--- config.mk ---
export PLATFORM = sky130hd
export DESIGN_NAME = keyboard
export DESIGN_NICKNAME = d
export VERILOG_FILES = /design/src/rtl/keyboard_pkg.sv /design/src/rtl/keyboard_debounce.sv /design/src/rtl/keyboard.sv
export SDC_FILE = /design/constraint.sdc
export NUM_CORES = 1
export LEC_CHECK = 0
export ABC_AREA = 1
export BUFFER_PORTS_ARGS = -buffer_cell sky130_fd_sc_hd__buf_4
export CORE_ASPECT_RATIO = 1.4
export CORE_MARGIN = 4
export CORE_UTILIZATION = 40
export CTS_BUF_LIST = sky130_fd_sc_hd__clkbuf_16
export CTS_CLUSTER_SIZE = 12
export DETAILED_ROUTE_END_ITERATION = 10
export PLACE_DENSITY = 0.65
export SLEW_MARGIN = 30
export SYNTH_ARGS = -nofsm -noshare
export SYNTH_HDL_FRONTEND = slang
export SYNTH_SLANG_ARGS = --single-unit
--- constraint.sdc ---
create_clock -name sysclk -period 1.9 [get_ports sysclk]
set_clock_uncertainty 0.1 [all_clocks]
set_input_delay 0.38 -clock sysclk [delete_from_list [all_inputs] [get_ports sysclk]]
set_output_delay 0.38 -clock sysclk [all_outputs]
set_load 0.02 [all_outputs]
--- src/rtl/keyboard_pkg.sv ---
// Shared definitions for the hex-key PS/2 style keyboard transmitter.
package keyboard_pkg;

    // Serial transmitter states
    typedef enum logic [2:0] {
        IDLE,
        START,
        DATA,
        PARITY,
        STOP,
        GAP
    } tx_state_t;

    // Break prefix sent ahead of the make code on key release
    localparam logic [7:0] BREAK_CODE = 8'hF0;

    // Pending byte storage; a release needs two slots, a press needs one
    localparam int QUEUE_DEPTH = 3;

    // Set 2 make codes for the hex digit keys, indexed by key number 0..F
    localparam logic [15:0][7:0] SCAN_TABLE = {
        8'h2B, 8'h24, 8'h23, 8'h21, 8'h32, 8'h1C, 8'h46, 8'h3E,
        8'h3D, 8'h36, 8'h2E, 8'h25, 8'h26, 8'h1E, 8'h16, 8'h45
    };

endpackage

--- src/rtl/keyboard_debounce.sv ---
// Button conditioner: two-flop synchronizer followed by a stable-time counter.
// The accepted level only moves after the synchronized input has disagreed
// with it for DEBOUNCE_CYCLES consecutive cycles; rise/fall pulse for one
// cycle together with the level change.
module debounce #(
    parameter int DEBOUNCE_CYCLES = 50_000
) (
    input  logic clk,
    input  logic rst_n,
    input  logic din,
    output logic level,
    output logic rise,
    output logic fall
);

    localparam int CW = $clog2(DEBOUNCE_CYCLES + 1);

    logic          sync1;
    logic          sync2;
    logic [CW-1:0] cnt;

    // Bring the asynchronous button into the clock domain
    always_ff @(posedge clk or negedge rst_n) begin
        if (!rst_n) begin
            sync1 <= 1'b0;
            sync2 <= 1'b0;
        end else begin
            sync1 <= din;
            sync2 <= sync1;
        end
    end

    // Count consecutive disagreeing cycles; any agreement restarts the count
    always_ff @(posedge clk or negedge rst_n) begin
        if (!rst_n) begin
            level <= 1'b0;
            cnt   <= '0;
            rise  <= 1'b0;
            fall  <= 1'b0;
        end else begin
            rise <= 1'b0;
            fall <= 1'b0;
            if (sync2 != level) begin
                if (cnt == CW'(DEBOUNCE_CYCLES - 1)) begin
                    level <= sync2;
                    cnt   <= '0;
                    rise  <= sync2;
                    fall  <= ~sync2;
                end else begin
                    cnt <= cnt + 1'b1;
                end
            end else begin
                cnt <= '0;
            end
        end
    end

endmodule

--- src/rtl/keyboard.sv ---
// Single-button hex keyboard: debounced press/release events become set 2
// make/break bytes, queued and shifted out as 11-bit odd-parity frames.
module keyboard
    import keyboard_pkg::*;
#(
    parameter int CLK_HZ          = 50_000_000,
    parameter int DEBOUNCE_CYCLES = CLK_HZ / 1_000,
    parameter int BIT_CYCLES      = CLK_HZ / 10_000,
    parameter int GAP_BITS        = 2
) (
    input  logic sysclk,
    input  logic rst_n,
    input  logic sw1,
    input  logic sw2,
    input  logic sw3,
    input  logic sw4,
    input  logic btn,
    output logic out
);

    localparam int GAP_CYCLES = ((GAP_BITS > 0) ? GAP_BITS : 1) * BIT_CYCLES;
    localparam int TW         = $clog2(GAP_CYCLES + BIT_CYCLES + 1);

    logic       btn_level;
    logic       btn_rise;
    logic       btn_fall;
    logic [3:0] key_idx;

    logic [7:0] q     [QUEUE_DEPTH];
    logic [7:0] q_n   [QUEUE_DEPTH];
    logic [1:0] q_cnt;
    logic [1:0] cnt_n;
    logic [1:0] base;
    logic [1:0] push_n;
    logic [7:0] push_b0;
    logic       press_ok;
    logic       release_ok;
    logic       pop;

    tx_state_t  state;
    logic [TW-1:0] timer;
    logic [2:0] bit_idx;
    logic [7:0] shreg;
    logic       par_bit;
    logic       bit_done;
    logic       gap_done;

    debounce #(
        .DEBOUNCE_CYCLES(DEBOUNCE_CYCLES)
    ) u_debounce (
        .clk  (sysclk),
        .rst_n(rst_n),
        .din  (btn),
        .level(btn_level),
        .rise (btn_rise),
        .fall (btn_fall)
    );

    // Events are accepted only when the whole sequence fits; otherwise dropped
    assign press_ok   = btn_rise & btn_level & (q_cnt <= 2'(QUEUE_DEPTH - 1));
    assign release_ok = btn_fall & ~btn_level & (q_cnt <= 2'(QUEUE_DEPTH - 2));
    assign push_n     = press_ok ? 2'd1 : (release_ok ? 2'd2 : 2'd0);
    assign push_b0    = press_ok ? SCAN_TABLE[{sw4, sw3, sw2, sw1}] : BREAK_CODE;

    assign bit_done = (timer == TW'(BIT_CYCLES - 1));
    assign gap_done = (timer == TW'(GAP_CYCLES - 1));
    assign pop      = (q_cnt != 2'd0) &&
                      ((state == IDLE) || ((state == GAP) && gap_done));

    // Next queue contents: head pop shifts down, pushes append after survivors
    always_comb begin
        q_n   = q;
        cnt_n = q_cnt;
        if (pop) begin
            for (int i = 0; i < QUEUE_DEPTH - 1; i++) q_n[i] = q[i+1];
            cnt_n = q_cnt - 2'd1;
        end
        base = cnt_n;
        for (int i = 0; i < QUEUE_DEPTH; i++) begin
            if ((push_n != 2'd0) && (base == 2'(i)))
                q_n[i] = push_b0;
            if ((push_n == 2'd2) && ((base + 2'd1) == 2'(i)))
                q_n[i] = SCAN_TABLE[key_idx];
        end
        cnt_n = base + push_n;
    end

    // Queue storage and the key latched at press time for the later break
    always_ff @(posedge sysclk or negedge rst_n) begin
        if (!rst_n) begin
            for (int i = 0; i < QUEUE_DEPTH; i++) q[i] <= '0;
            q_cnt   <= '0;
            key_idx <= '0;
        end else begin
            q     <= q_n;
            q_cnt <= cnt_n;
            if (btn_rise) key_idx <= {sw4, sw3, sw2, sw1};
        end
    end

    // Frame transmitter: start, 8 data LSB first, odd parity, stop, gap
    always_ff @(posedge sysclk or negedge rst_n) begin
        if (!rst_n) begin
            state   <= IDLE;
            out     <= 1'b1;
            timer   <= '0;
            bit_idx <= '0;
            shreg   <= '0;
            par_bit <= 1'b0;
        end else begin
            case (state)
                IDLE: begin
                    out   <= 1'b1;
                    timer <= '0;
                    if (pop) begin
                        shreg   <= q[0];
                        par_bit <= ~^q[0];
                        state   <= START;
                        out     <= 1'b0;
                    end
                end
                START: begin
                    if (bit_done) begin
                        timer   <= '0;
                        bit_idx <= '0;
                        out     <= shreg[0];
                        state   <= DATA;
                    end else begin
                        timer <= timer + 1'b1;
                    end
                end
                DATA: begin
                    if (bit_done) begin
                        timer <= '0;
                        if (bit_idx == 3'd7) begin
                            out   <= par_bit;
                            state <= PARITY;
                        end else begin
                            bit_idx <= bit_idx + 3'd1;
                            shreg   <= shreg >> 1;
                            out     <= shreg[1];
                        end
                    end else begin
                        timer <= timer + 1'b1;
                    end
                end
                PARITY: begin
                    if (bit_done) begin
                        timer <= '0;
                        out   <= 1'b1;
                        state <= STOP;
                    end else begin
                        timer <= timer + 1'b1;
                    end
                end
                STOP: begin
                    if (bit_done) begin
                        timer <= '0;
                        state <= GAP;
                    end else begin
                        timer <= timer + 1'b1;
                    end
                end
                GAP: begin
                    if (gap_done) begin
                        timer <= '0;
                        if (pop) begin
                            shreg   <= q[0];
                            par_bit <= ~^q[0];
                            out     <= 1'b0;
                            state   <= START;
                        end else begin
                            state <= IDLE;
                        end
                    end else begin
                        timer <= timer + 1'b1;
                    end
                end
                default: begin
                    state <= IDLE;
                    out   <= 1'b1;
                    timer <= '0;
                end
            endcase
        end
    end

endmodule

==> flow_summary_export.csv <==
group,metric,value,unit
outcome,run_status,"finished, violations left",
outcome,violations,"setup timing",
die,fp.dieW,101,microns
worst_setup_path,crit_arrival,2.18,ns
worst_setup_path,cp_max_fo,5,
logic_synthesis,synth-async-reset-ratio,100,%
sta,slew_violations,0,
sta,fmax,485,MHz
routing,routed_wl,12.5,mm
routing,first_pass_iters,5,
sta,fin_crit_sh,108,%
power,p_leak,3.03,nW
routing,vias,4756,
power,power,3.55,mW
clock_tree,htreeDepth,3,
clock_tree,cts_tree,"done",
global_route,grt_usage,18.0,%
sta,worst_pin_slew,0.602,ns
power,powerDensity,533,nW/um^2
worst_setup_path,path_class,"reg -> reg",
routing,routedWlPerCell,13.8,microns
die,dieArea,14100,sq um
routing,route.detailed.drc,0,
sta,finalHoldViolations,0,
clock_tree,cts_sinks,81,
sta,slew_headroom,59.9,%
hold_path,hp-start,"btn",
logic_synthesis,syn_inst,628,
sta,setup_tns,-3.19,ns
job,drv_cap,0,
clock_tree,cts_buffers,9,
global_route,antenna_found_initial,0,
layout,syn_to_final_growth,36.1,%
logic_synthesis,synth-edff-count,0,
sta,post-route-min-period,2.06,ns
logic_synthesis,synth_ff_type,"dfrtp_1",
layout,final_core_util,56.0,%
logic_synthesis,yosysWarnings,0,
layout,nets,777,
sta,rsz0062_at_grt,"yes",
sta,fin_hold_ws,0.0419,ns
die,die_y,139,microns
placement,io_buffers,7,
placement,gp_congestion,0.914,
routing,initialDrtViolationCount,262,
clock_tree,clockBufferDepth,2,
layout,n_fill_cell,1063,
global_route,grt_pass1_vias,4616,
logic_synthesis,syn_area,4890,sq um
logic_synthesis,yosysUniqueCellTypes,43,
placement,dpl.hpwl,8.74,mm
clock_tree,clock_latency,0.34,ns
die,row_count,47,
clock_tree,clk_pin_slew_worst_paths,0.06,ns
worst_setup_path,start_kind,"flip-flop",
routing,via_per_inst,5.27,
worst_setup_path,startpoint,"q_cnt[0]",
worst_setup_path,r2r_start,"q_cnt[0]",
worst_setup_path,worst_setup_path_end_kind,"flip-flop",
sta,setup_viol,30,
die,coreArea,11900,sq um
global_route,grt_max_degree,41,
die,start_util,41.2,%
logic_synthesis,ys_seq_elements,81,
layout,drive_above_1_share,29.8,%
logic_synthesis,post_synth.cell_area_avg,7.79,sq um
clock_tree,root_buffer,"clkbuf_16",
hold_path,min_path_type,"in -> reg",
sta,worst_slack,-0.160,ns
logic_synthesis,seq_area_frac_synth,41.5,%
layout,multiInputGateArea,2890,sq um
worst_setup_path,worstPathRequired,2.02,ns
layout,regArea,2030,sq um
global_route,grt_overflow_total,0,
power,irDropWorstVdd,420,uV
global_route,grt_pass1_wl,20.8,mm
die,ios,8,
layout,antennaDiodeCount,0,
logic_synthesis,syn_nets,655,
routing,ant_nets,0,
-- flip-flops by register name, summed over array words and instances, names as in the netlist --
| register | count |
|---|---|
| out | 1 |
| par_bit | 1 |
| q | 24 |
| u_debounce.cnt | 16 |
| q_cnt | 2 |
| key_idx | 4 |
| timer | 14 |
| u_debounce.level | 1 |
| bit_idx | 3 |
| u_debounce.sync1 | 1 |
| state | 3 |
| u_debounce.rise | 1 |
| u_debounce.sync2 | 1 |
| u_debounce.fall | 1 |
| shreg | 8 |
-- layout by cell type, fill, tap and decap left out, types with 4 or more instances in the layout --
master / n
nand2_1: 151
buf_6: 7
o21ai_0: 28
buf_12: 4
nand3_2: 8
nand3_4: 7
o21ai_1: 5
ha_1: 17
inv_2: 5
xnor2_1: 5
nand2_4: 7
nor2_4: 10
dfrtp_1: 80
o211ai_1: 4
nor3b_1: 4
xor2_1: 12
nor3_1: 6
nand4_1: 34
nor3_2: 4
nand2_2: 15
a21oi_1: 18
nor2_2: 5
nor2_1: 47
buf_4: 114
inv_1: 52
nand3_1: 46
clkbuf_16: 9
-- cells in the mapped netlist, types with 7 or more instances --
cell type	number	share of area, %
a21oi_1	18	1.8
dfrtp_1	80	41
ha_1	20	5.1
inv_1	55	4.2
nand2_1	167	13
nand3_1	54	5.5
nand4_1	34	4.3
nor2_1	58	4.5
nor3_1	11	1.1
nor3b_1	7	1.1
o21ai_0	33	3.4
xor2_1	13	2.3
-- critical path, stage by stage (launching register included) --
cell and delay (ns):
dfrtp_1 0.37, inv_1 0.08, ha_1 0.25, a21oi_4 0.26
nand3_1 0.18, nand2_4 0.15, buf_4 0.14, nand3_2 0.11
nand2_1 0.08, nand2_1 0.07, nand2_1 0.08, nand3_1 0.07
-- through the flow --
stage | setup slack, ns | instances | cell area (sq um)
floorplan | -0.117 | 628 | 4940
global route | -0.277 | 902 | 6650
global placement | -0.156 | 858 | 5790
CTS | -0.129 | 888 | 6360
detailed placement | -0.237 | 858 | 5790
finish | -0.160 | 902 | 6650
-- routing by layer --
| metal | track usage (%) | vias to the layer above | wire (microns) |
|---|---|---|---|
| li1 | - | 2340 | - |
| met1 | 21.5 | 2243 | 5080 |
| met2 | 31.1 | 133 | 6580 |
| met3 | 2.57 | 40 | 428 |
| met4 | 8.47 | 0 | 393 |
| met5 | 0 | - | 0 |
-- cell type report --
cell class / count / share of cell area [%]
inverter: 62 / 3.69
sequential: 81 / 30.5
timing repair buffer: 126 / 15.4
clock buffer: 9 / 3.39
multi-input combinational: 470 / 43.4
clock inverter: 7 / 0.903
tap: 147 / 2.76
-- final timing paths --
check,cells after the start,to,slack [ns]
worst max-delay path,11,q[16],-0.16
worst min-delay path,1,u_debounce.sync1,0.04
worst max register to register,11,q[16],-0.16
worst min register to register,0,u_debounce.sync2,0.25
max in group asynchronous,3,q[0],0.73
min in group asynchronous,2,bit_idx[1],0.37
-- repair_timing --
action,in CTS,in global routing
endpoints found under the hold margin,18,0
cloned,0,1
pin swaps,23,33
endpoints found under the setup margin,42,56
hold buffers,1,0
gates resized for setup,37,47
setup buffers,14,20
-- where the power goes --
part	leakage (nW)	switching (mW)	internal, mW
sequential	0.991	0.00630	1.73
clock	0.142	0.770	0.908
combinational	1.90	0.0804	0.0490
total	3.03	0.857	2.69
-- kinds of logic after synthesis --
group | after synthesis | synth area share (%)
and+or+nand+nor | 357 | 34.1
DFF | 81 | 41.5
buffers and inverters | 78 | 6.81
AOI/OAI and AO/OA | 74 | 9.26
adders and majority gates | 20 | 5.12
xor gates and xnor gates | 18 | 3.22
Power figures use the tool's default switching activity.
